`config.mk`:
```
export PLATFORM = sky130hd
export DESIGN_NAME = ps2_key_tracker_flat
export DESIGN_NICKNAME = d
export VERILOG_FILES = /design/src/rtl/ps2_pkg.sv /design/src/rtl/ps2_key_tracker_if.sv /design/src/rtl/ps2_scan2ascii.sv /design/src/rtl/ps2_key_tracker.sv /design/src/flat_wrapper.sv
export SDC_FILE = /design/constraint.sdc
export NUM_CORES = 1
export LEC_CHECK = 0
export BUFFER_PORTS_ARGS = -buffer_cell sky130_fd_sc_hd__buf_2
export CORE_MARGIN = 1.5
export CORE_UTILIZATION = 54
export DETAILED_ROUTE_END_ITERATION = 8
export PLACE_DENSITY = 0.76
export SYNTH_ARGS = -nofsm -noshare
export SYNTH_HDL_FRONTEND = slang
export SYNTH_HIERARCHICAL = 1
export SYNTH_SLANG_ARGS = --single-unit
export TNS_END_PERCENT = 30
```
`constraint.sdc`:
```
create_clock -name clk -period 2.3 [get_ports clk]
set_input_delay 0.23 -clock clk [delete_from_list [all_inputs] [get_ports clk]]
set_output_delay 0.23 -clock clk [all_outputs]
set_load 0.01 [all_outputs]
```
`src/rtl/ps2_pkg.sv`:
```
// ps2_pkg: shared types and constants for the PS/2 key tracker.
//   state_t     decode FSM states (IDLE, PRESSED, BREAK)
//   BREAK_CODE  0xF0 release prefix
//   EXT_CODE    0xE0 extended-key prefix (ignored)
//   FRAME_BITS  bits per PS/2 frame (start + 8 data + parity + stop)
//   frame_ok    validity check of a complete frame
package ps2_pkg;

    typedef enum logic [1:0] {
        IDLE,
        PRESSED,
        BREAK
    } state_t;

    localparam logic [7:0]  BREAK_CODE = 8'hF0;
    localparam logic [7:0]  EXT_CODE   = 8'hE0;
    localparam int unsigned FRAME_BITS = 11;

    // Frame layout: f[0]=start, f[8:1]=data LSB first, f[9]=parity, f[10]=stop.
    // Odd parity means data plus parity carries an odd number of ones.
    function automatic logic frame_ok(input logic [10:0] f);
        return (f[0] == 1'b0) && (f[10] == 1'b1) && (^f[9:1] == 1'b1);
    endfunction

endpackage

```
`src/rtl/ps2_key_tracker_if.sv`:
```
// ps2_key_tracker_if: keyboard lines and decoded key outputs.
//   ps2_clk, ps2_data  raw PS/2 lines from the keyboard (idle high)
//   key_num            scan code of the key currently or last pressed
//   asc_num            ASCII of key_num, 0x00 if unmapped
//   key_times          press count modulo 256
//   key_valid          high while key_num is held
//   frame_err          one-cycle pulse per rejected frame
// Modports: master = the tracker, slave = the environment around it.
interface ps2_key_tracker_if;

    logic       ps2_clk;
    logic       ps2_data;
    logic [7:0] key_num;
    logic [7:0] asc_num;
    logic [7:0] key_times;
    logic       key_valid;
    logic       frame_err;

    modport master (
        input  ps2_clk,
        input  ps2_data,
        output key_num,
        output asc_num,
        output key_times,
        output key_valid,
        output frame_err
    );

    modport slave (
        output ps2_clk,
        output ps2_data,
        input  key_num,
        input  asc_num,
        input  key_times,
        input  key_valid,
        input  frame_err
    );

endinterface

```
`src/rtl/ps2_scan2ascii.sv`:
```
// ps2_scan2ascii: combinational scan code (set 2) to ASCII lookup.
//   scan   in  8  make code
//   ascii  out 8  lowercase letter, digit, space, CR, or 0x00 if unmapped
module ps2_scan2ascii (
    input  logic [7:0] scan,
    output logic [7:0] ascii
);

    always_comb begin
        ascii = '0;
        case (scan)
            8'h1C: ascii = 8'h61; // a
            8'h32: ascii = 8'h62; // b
            8'h21: ascii = 8'h63; // c
            8'h23: ascii = 8'h64; // d
            8'h24: ascii = 8'h65; // e
            8'h2B: ascii = 8'h66; // f
            8'h34: ascii = 8'h67; // g
            8'h33: ascii = 8'h68; // h
            8'h43: ascii = 8'h69; // i
            8'h3B: ascii = 8'h6A; // j
            8'h42: ascii = 8'h6B; // k
            8'h4B: ascii = 8'h6C; // l
            8'h3A: ascii = 8'h6D; // m
            8'h31: ascii = 8'h6E; // n
            8'h44: ascii = 8'h6F; // o
            8'h4D: ascii = 8'h70; // p
            8'h15: ascii = 8'h71; // q
            8'h2D: ascii = 8'h72; // r
            8'h1B: ascii = 8'h73; // s
            8'h2C: ascii = 8'h74; // t
            8'h3C: ascii = 8'h75; // u
            8'h2A: ascii = 8'h76; // v
            8'h1D: ascii = 8'h77; // w
            8'h22: ascii = 8'h78; // x
            8'h35: ascii = 8'h79; // y
            8'h1A: ascii = 8'h7A; // z
            8'h45: ascii = 8'h30; // 0
            8'h16: ascii = 8'h31; // 1
            8'h1E: ascii = 8'h32; // 2
            8'h26: ascii = 8'h33; // 3
            8'h25: ascii = 8'h34; // 4
            8'h2E: ascii = 8'h35; // 5
            8'h36: ascii = 8'h36; // 6
            8'h3D: ascii = 8'h37; // 7
            8'h3E: ascii = 8'h38; // 8
            8'h46: ascii = 8'h39; // 9
            8'h29: ascii = 8'h20; // space
            8'h5A: ascii = 8'h0D; // enter
            default: ascii = '0;
        endcase
    end

endmodule

```
`src/rtl/ps2_key_tracker.sv`:
```
// ps2_key_tracker: receives PS/2 keyboard frames and tracks the held key.
//   clk   in  system clock (single domain)
//   rst   in  asynchronous active-high reset
//   bus   ps2_key_tracker_if.master: ps2_clk/ps2_data in; key_num, asc_num,
//         key_times, key_valid, frame_err out
// Parameter TIMEOUT_CYC: clk cycles without a PS/2 falling edge after which
// a partial frame is abandoned silently.
module ps2_key_tracker
    import ps2_pkg::*;
#(
    parameter int unsigned TIMEOUT_CYC = 50000
) (
    input  logic               clk,
    input  logic               rst,
    ps2_key_tracker_if.master  bus
);

    localparam int unsigned TO_W = $clog2(TIMEOUT_CYC + 1);

    // ------------------------------------------------------------------
    // Synchronizers: two flops per line, a third on ps2_clk for edge detect.
    // Reset to 1 so an idle-high line produces no spurious edge.
    // ------------------------------------------------------------------
    logic [1:0] clk_sync;
    logic       clk_d;
    logic [1:0] data_sync;
    logic       fall;
    logic       data_s;

    always_ff @(posedge clk or posedge rst) begin
        if (rst) begin
            clk_sync  <= '1;
            clk_d     <= 1'b1;
            data_sync <= '1;
        end else begin
            clk_sync  <= {clk_sync[0], bus.ps2_clk};
            clk_d     <= clk_sync[1];
            data_sync <= {data_sync[0], bus.ps2_data};
        end
    end

    assign fall   = clk_d & ~clk_sync[1];
    assign data_s = data_sync[1];

    // ------------------------------------------------------------------
    // Framer: shift in bits on each falling edge; bit_cnt tracks position.
    // The 11th bit is not stored; the frame is judged with it taken
    // directly from the synchronizer so the byte is usable this cycle.
    // ------------------------------------------------------------------
    logic [3:0]      bit_cnt;
    logic [9:0]      shift;
    logic [TO_W-1:0] to_cnt;
    logic [10:0]     frame_full;
    logic            last_bit;
    logic            rx_stb;
    logic [7:0]      rx_byte;
    logic            frame_err_r;

    assign frame_full = {data_s, shift};
    assign last_bit   = fall && (bit_cnt == 4'(FRAME_BITS - 1));
    assign rx_stb     = last_bit && frame_ok(frame_full);
    assign rx_byte    = frame_full[8:1];

    always_ff @(posedge clk or posedge rst) begin
        if (rst) begin
            bit_cnt     <= '0;
            shift       <= '0;
            to_cnt      <= '0;
            frame_err_r <= 1'b0;
        end else begin
            frame_err_r <= last_bit && !frame_ok(frame_full);
            if (fall) begin
                to_cnt <= '0;
                if (last_bit) begin
                    bit_cnt <= '0;
                end else begin
                    bit_cnt <= bit_cnt + 4'd1;
                    shift   <= {data_s, shift[9:1]};
                end
            end else if (bit_cnt != '0) begin
                if (to_cnt == TO_W'(TIMEOUT_CYC - 1)) begin
                    bit_cnt <= '0;
                    to_cnt  <= '0;
                end else begin
                    to_cnt <= to_cnt + 1'b1;
                end
            end else begin
                to_cnt <= '0;
            end
        end
    end

    // ------------------------------------------------------------------
    // ASCII lookup of the incoming byte, registered alongside key_num.
    // ------------------------------------------------------------------
    logic [7:0] asc_lut;

    ps2_scan2ascii u_scan2ascii (
        .scan  (rx_byte),
        .ascii (asc_lut)
    );

    // ------------------------------------------------------------------
    // Decode FSM
    // ------------------------------------------------------------------
    state_t     state;
    state_t     state_nx;
    logic [7:0] key_num_r;
    logic [7:0] key_num_nx;
    logic [7:0] asc_num_r;
    logic [7:0] key_times_r;
    logic [7:0] key_times_nx;
    logic       key_valid_r;
    logic       key_valid_nx;
    logic       load_key;

    always_ff @(posedge clk or posedge rst) begin
        if (rst) begin
            state       <= IDLE;
            key_num_r   <= '0;
            asc_num_r   <= '0;
            key_times_r <= '0;
            key_valid_r <= 1'b0;
        end else begin
            state       <= state_nx;
            key_num_r   <= key_num_nx;
            key_times_r <= key_times_nx;
            key_valid_r <= key_valid_nx;
            if (load_key) begin
                asc_num_r <= asc_lut;
            end
        end
    end

    always_comb begin
        state_nx     = state;
        key_num_nx   = key_num_r;
        key_times_nx = key_times_r;
        key_valid_nx = key_valid_r;
        load_key     = 1'b0;

        if (rx_stb && (rx_byte != EXT_CODE)) begin
            case (state)
                IDLE: begin
                    if (rx_byte == BREAK_CODE) begin
                        state_nx = BREAK;
                    end else begin
                        load_key     = 1'b1;
                        key_valid_nx = 1'b1;
                        state_nx     = PRESSED;
                    end
                end
                PRESSED: begin
                    // A repeat of the held key is typematic and leaves all
                    // outputs alone; any other make code is a rollover.
                    if (rx_byte == BREAK_CODE) begin
                        state_nx = BREAK;
                    end else if (rx_byte != key_num_r) begin
                        load_key = 1'b1;
                    end
                end
                BREAK: begin
                    if ((rx_byte == key_num_r) && key_valid_r) begin
                        key_valid_nx = 1'b0;
                        state_nx     = IDLE;
                    end else begin
                        state_nx = key_valid_r ? PRESSED : IDLE;
                    end
                end
                default: state_nx = IDLE;
            endcase
        end

        if (load_key) begin
            key_num_nx   = rx_byte;
            key_times_nx = key_times_r + 8'd1;
        end
    end

    assign bus.key_num   = key_num_r;
    assign bus.asc_num   = asc_num_r;
    assign bus.key_times = key_times_r;
    assign bus.key_valid = key_valid_r;
    assign bus.frame_err = frame_err_r;

endmodule

```
`src/flat_wrapper.sv`:
```
// flat-port wrapper written by rule: the top's interface ports become plain ports
module ps2_key_tracker_flat import ps2_pkg::*;
#(
    parameter int unsigned TIMEOUT_CYC = 50000
)
  (clk, rst, bus_ps2_clk, bus_ps2_data, bus_key_num, bus_asc_num, bus_key_times, bus_key_valid, bus_frame_err);
  ps2_key_tracker_if bus_i ();
  input  logic clk;
  input  logic rst;
  input wire logic [$bits(bus_i.ps2_clk)-1:0] bus_ps2_clk;
  input wire logic [$bits(bus_i.ps2_data)-1:0] bus_ps2_data;
  output wire logic [$bits(bus_i.key_num)-1:0] bus_key_num;
  output wire logic [$bits(bus_i.asc_num)-1:0] bus_asc_num;
  output wire logic [$bits(bus_i.key_times)-1:0] bus_key_times;
  output wire logic [$bits(bus_i.key_valid)-1:0] bus_key_valid;
  output wire logic [$bits(bus_i.frame_err)-1:0] bus_frame_err;
  assign bus_i.ps2_clk = bus_ps2_clk;
  assign bus_i.ps2_data = bus_ps2_data;
  assign bus_key_num = bus_i.key_num;
  assign bus_asc_num = bus_i.asc_num;
  assign bus_key_times = bus_i.key_times;
  assign bus_key_valid = bus_i.key_valid;
  assign bus_frame_err = bus_i.frame_err;
  ps2_key_tracker #(.TIMEOUT_CYC(TIMEOUT_CYC)) u_core (.clk(clk), .rst(rst), .bus(bus_i));
endmodule
```
==> impl_metrics.json <==
{
  "post_synth.cell_area_avg_sq_um": 10.5,
  "hold_slack_ns": 0.356,
  "floorplan.die.height_um": 86.7,
  "critPathArrivalTime_ns": 2.59,
  "failed_checks": "negative setup slack",
  "worst_hold_startpoint": "u_core/clk_sync[0]",
  "outcome": "finished with violations",
  "critPathKind": "reg2reg",
  "synthesis_stage_register_bit_count": 63,
  "drt_first_iter_violations": 280,
  "report.final.setup_viol": 24,
  "worst_pin_slew_ns": 0.618,
  "globalplace.congestion": 0.922,
  "static_leak_nw": 2.11,
  "fillerInstances": 509,
  "synth_edf_count": 0,
  "synth_cell_type_count": 66,
  "number_of_cells_on_the_worst_reg_to_reg_path": 8,
  "clock_latency_ns": 0.34,
  "grt_remaining_overflow": 0,
  "grt_first_pass_wirelength_um": 13400,
  "async_flop_share": 1.00,
  "power.density_nw_per_um2": 978,
  "design.die.area_sq_um": 7520,
  "finalHoldViolations": 0,
  "worst_r2r_endpoint": "u_core/bus.key_times[6]",
  "worst_hold_path.num_cells": 0,
  "number_of_antenna_violations_at_the_first_check_in_global_routing": 0,
  "totalWireLength_um": 8190,
  "max_freq_ghz": 0.424,
  "cts_inserted_buffers": 9,
  "holdCritPathClass": "reg2reg",
  "pin_count_of_the_biggest_net_entering_global_routing": 37,
  "remaining_drc_errors": 0,
  "layout.nets": 428,
  "max-cap-violations": 0,
  "max_buffers_root_to_sink": 2,
  "routedLengthMet1_um": 3580,
  "cp-end-kind": "register",
  "tritoncts": "built",
  "initial_core_util": 0.557,
  "drv_slew": 0,
  "detailedPlace.worstSlack_ns": 0.0339,
  "finish.utilization": 0.649,
  "fin_skew_ns": 0.0100,
  "fin_cells": 508,
  "fin_ws_ns": -0.0609,
  "netlist_top_cells_area": "dfrtp_1 (38%), ha_1 (5.6%), mux2_2 (4.8%)",
  "path_max_fanout": 7,
  "detailed_place_hpwl_um": 5520,
  "max-slew-margin-rel": 0.588,
  "yosys-top-cells-count": "dfrtp_1 (58), nand2_1 (24), nor2_1 (23)",
  "top_layer": "met4",
  "cts-htree-levels": 3,
  "total_routing_usage_gr": 0.227,
  "synth.cell_area_sq_um": 3790,
  "netlist.top_cell.by_area": "dfrtp_1",
  "avgViaCountPerCell": 5.85,
  "worst_setup_path_start_kind": "register",
  "number_of_nets_in_the_synthesized_netlist": 383,
  "largest_vdd_supply_drop_mv": 0.482,
  "critical_path_required_ns": 2.53,
  "layout_overhead_on_the_synthesized_area_pct": 16.5,
  "gate_count_of_the_mapped_netlist": 362,
  "post-synth-top-count-cell": "dfrtp_1",
  "fp-row-count": 30,
  "final.period_utilization": 1.03,
  "rsz0062_at_grt": "yes",
  "count_of_antenna_violating_nets_left_after_detailed_routing": 0,
  "min_cycle_time_layout_ns": 2.36,
  "path_clk_slew_ns": 0.07,
  "worst_r2r_startpoint": "u_core/shift[7]",
  "die_w_um": 86.7,
  "firstDrtPassIters": 5,
  "synth_ff_type": "dfrtp_1",
  "dp.cells": 484,
  "layout-drive-gt1-share": 0.284,
  "ff_latch_area_sq_um": 1590,
  "n_antenna_cell": 0,
  "routedWlPerCell_um": 16.1,
  "area_of_the_multi_input_gates_sq_um": 2090,
  "placeableCoreArea_sq_um": 6790,
  "route.vias.total": 2974,
  "clock_tree.root_cell": "clkbuf_8",
  "synth.yosys.seq_area_share": 0.418,
  "port_buffers": 29,
  "numClockSinks": 63,
  "design.portCount": 30,
  "hold_path_end": "u_core/clk_sync[1]",
  "first_global_vias": 2850,
  "yosysWarningCount": 6,
  "timing.reg2reg.setup_slack_ns": -0.06,
  "netlist.area_leader.share": 0.383,
  "met2_length_um": 3970,
  "met3_layer_wire_length_in_the_routed_design_um": 523
}
## repair_timing
item | CTS | global route
gates resized for setup | 0 | 10
hold endpoints to repair | 29 | 0
buffers inserted | 0 | 4
setup endpoints to repair | 0 | 17
hold buffers | 3 | 0
## state kept, by name, indices dropped and copies added (netlist names)
signal	flops
u_core/shift	10
u_core/bus.key_times	8
u_core/bus.key_valid	1
u_core/clk_sync	2
u_core/data_sync	2
u_core/state	2
u_core/clk_d	1
u_core/bus.asc_num	8
u_core/bus.frame_err	1
u_core/bit_cnt	4
u_core/bus.key_num	8
u_core/to_cnt	16
## metrics by stage
step	power (mW)	TNS, ns	area, sq um
3_3_place_gp	3.04	0	4070
6_report	4.31	-0.705	4410
4_1_cts	4.11	0	4310
3_5_place_dp	3.10	0	4070
5_1_grt	4.58	-1.95	4410
2_1_floorplan	2.75	-0.986	3810
## cell families after synthesis
kind of cell	after synthesis	share of synthesized area
other	1	0.000990
flip-flops	63	0.418
XOR/XNOR	32	0.0780
multiplexers	28	0.0945
AND/OR/NAND/NOR	129	0.193
adder cells (fa/ha/maj)	17	0.0562
buffers and inverters	34	0.0522
AO/OA/AOI/OAI	58	0.107
## cell type report
class / count / area share
Multi-Input combinational cell: 266 / 0.473
Sequential cell: 63 / 0.360
Timing Repair Buffer: 50 / 0.0777
Clock buffer: 11 / 0.0343
Tap cell: 96 / 0.0272
Inverter: 17 / 0.0145
Clock inverter: 5 / 0.0128
## layout by cell type (no fill, tap or decap), types with 3 or more instances in the layout
| cell | Yosys | layout |
|---|---|---|
| o21ai_0 | 14 | 14 |
| nand2_1 | 24 | 24 |
| dlygate4sd3_1 | 0 | 3 |
| nor3_1 | 4 | 4 |
| mux2_4 | 9 | 9 |
| a311oi_1 | 3 | 3 |
| buf_2 | 1 | 29 |
| dfrtp_1 | 58 | 53 |
| dfstp_2 | 5 | 5 |
| xor2_1 | 17 | 16 |
| xnor2_1 | 14 | 13 |
| mux2_2 | 16 | 16 |
| o211ai_1 | 3 | 3 |
| inv_1 | 16 | 14 |
| ha_1 | 17 | 15 |
| nand2b_1 | 7 | 7 |
| nand3b_1 | 3 | 3 |
| dfrtp_2 | 0 | 5 |
| nor2_1 | 23 | 23 |
| and3_1 | 9 | 9 |
| clkbuf_8 | 2 | 11 |
| buf_4 | 3 | 14 |
| nor2b_1 | 9 | 9 |
| a21oi_1 | 10 | 10 |
| nand4_1 | 13 | 13 |
| nand3_1 | 17 | 16 |
## routing by layer
layer / track usage / vias to the layer above
met5: 0 / -
met4: 0.0674 / 0
met3: 0.0581 / 12
met2: 0.380 / 128
met1: 0.291 / 1451
li1: - / 1383
## how the worst max path moves through the flow
stage	depth (start not counted)	startpoint	slack, ns	endpoint
3_5_place_dp	7	u_core/shift[5]	0.03	u_core/bus.asc_num[6]
4_1_cts	7	u_core/shift[5]	0.03	u_core/bus.key_num[2]
2_1_floorplan	8	u_core/shift[5]	-0.11	u_core/bus.asc_num[4]
3_3_place_gp	6	u_core/shift[6]	0.06	u_core/bus.asc_num[1]
6_report	8	u_core/shift[7]	-0.06	u_core/bus.key_times[6]
5_1_grt	8	u_core/shift[7]	-0.11	u_core/bus.key_times[6]
## power breakdown
group | switching, mW | internal [mW] | total (mW)
Clock | 0.433 | 0.557 | 0.990
Sequential | 0.122 | 1.23 | 1.35
Combinational | 1.10 | 0.872 | 1.97
Total | 1.65 | 2.66 | 4.31
## worst max-delay path: stages (launching register included)
cell and delay (ns):
dfrtp_2 0.46, ha_4 0.25, xnor3_2 0.41, xnor2_4 0.16, nor4b_4 0.39, buf_6 0.18, buf_6 0.12, nand4_1 0.12
xnor2_1 0.15
No activity file was read; power rests on OpenSTA's default activity.
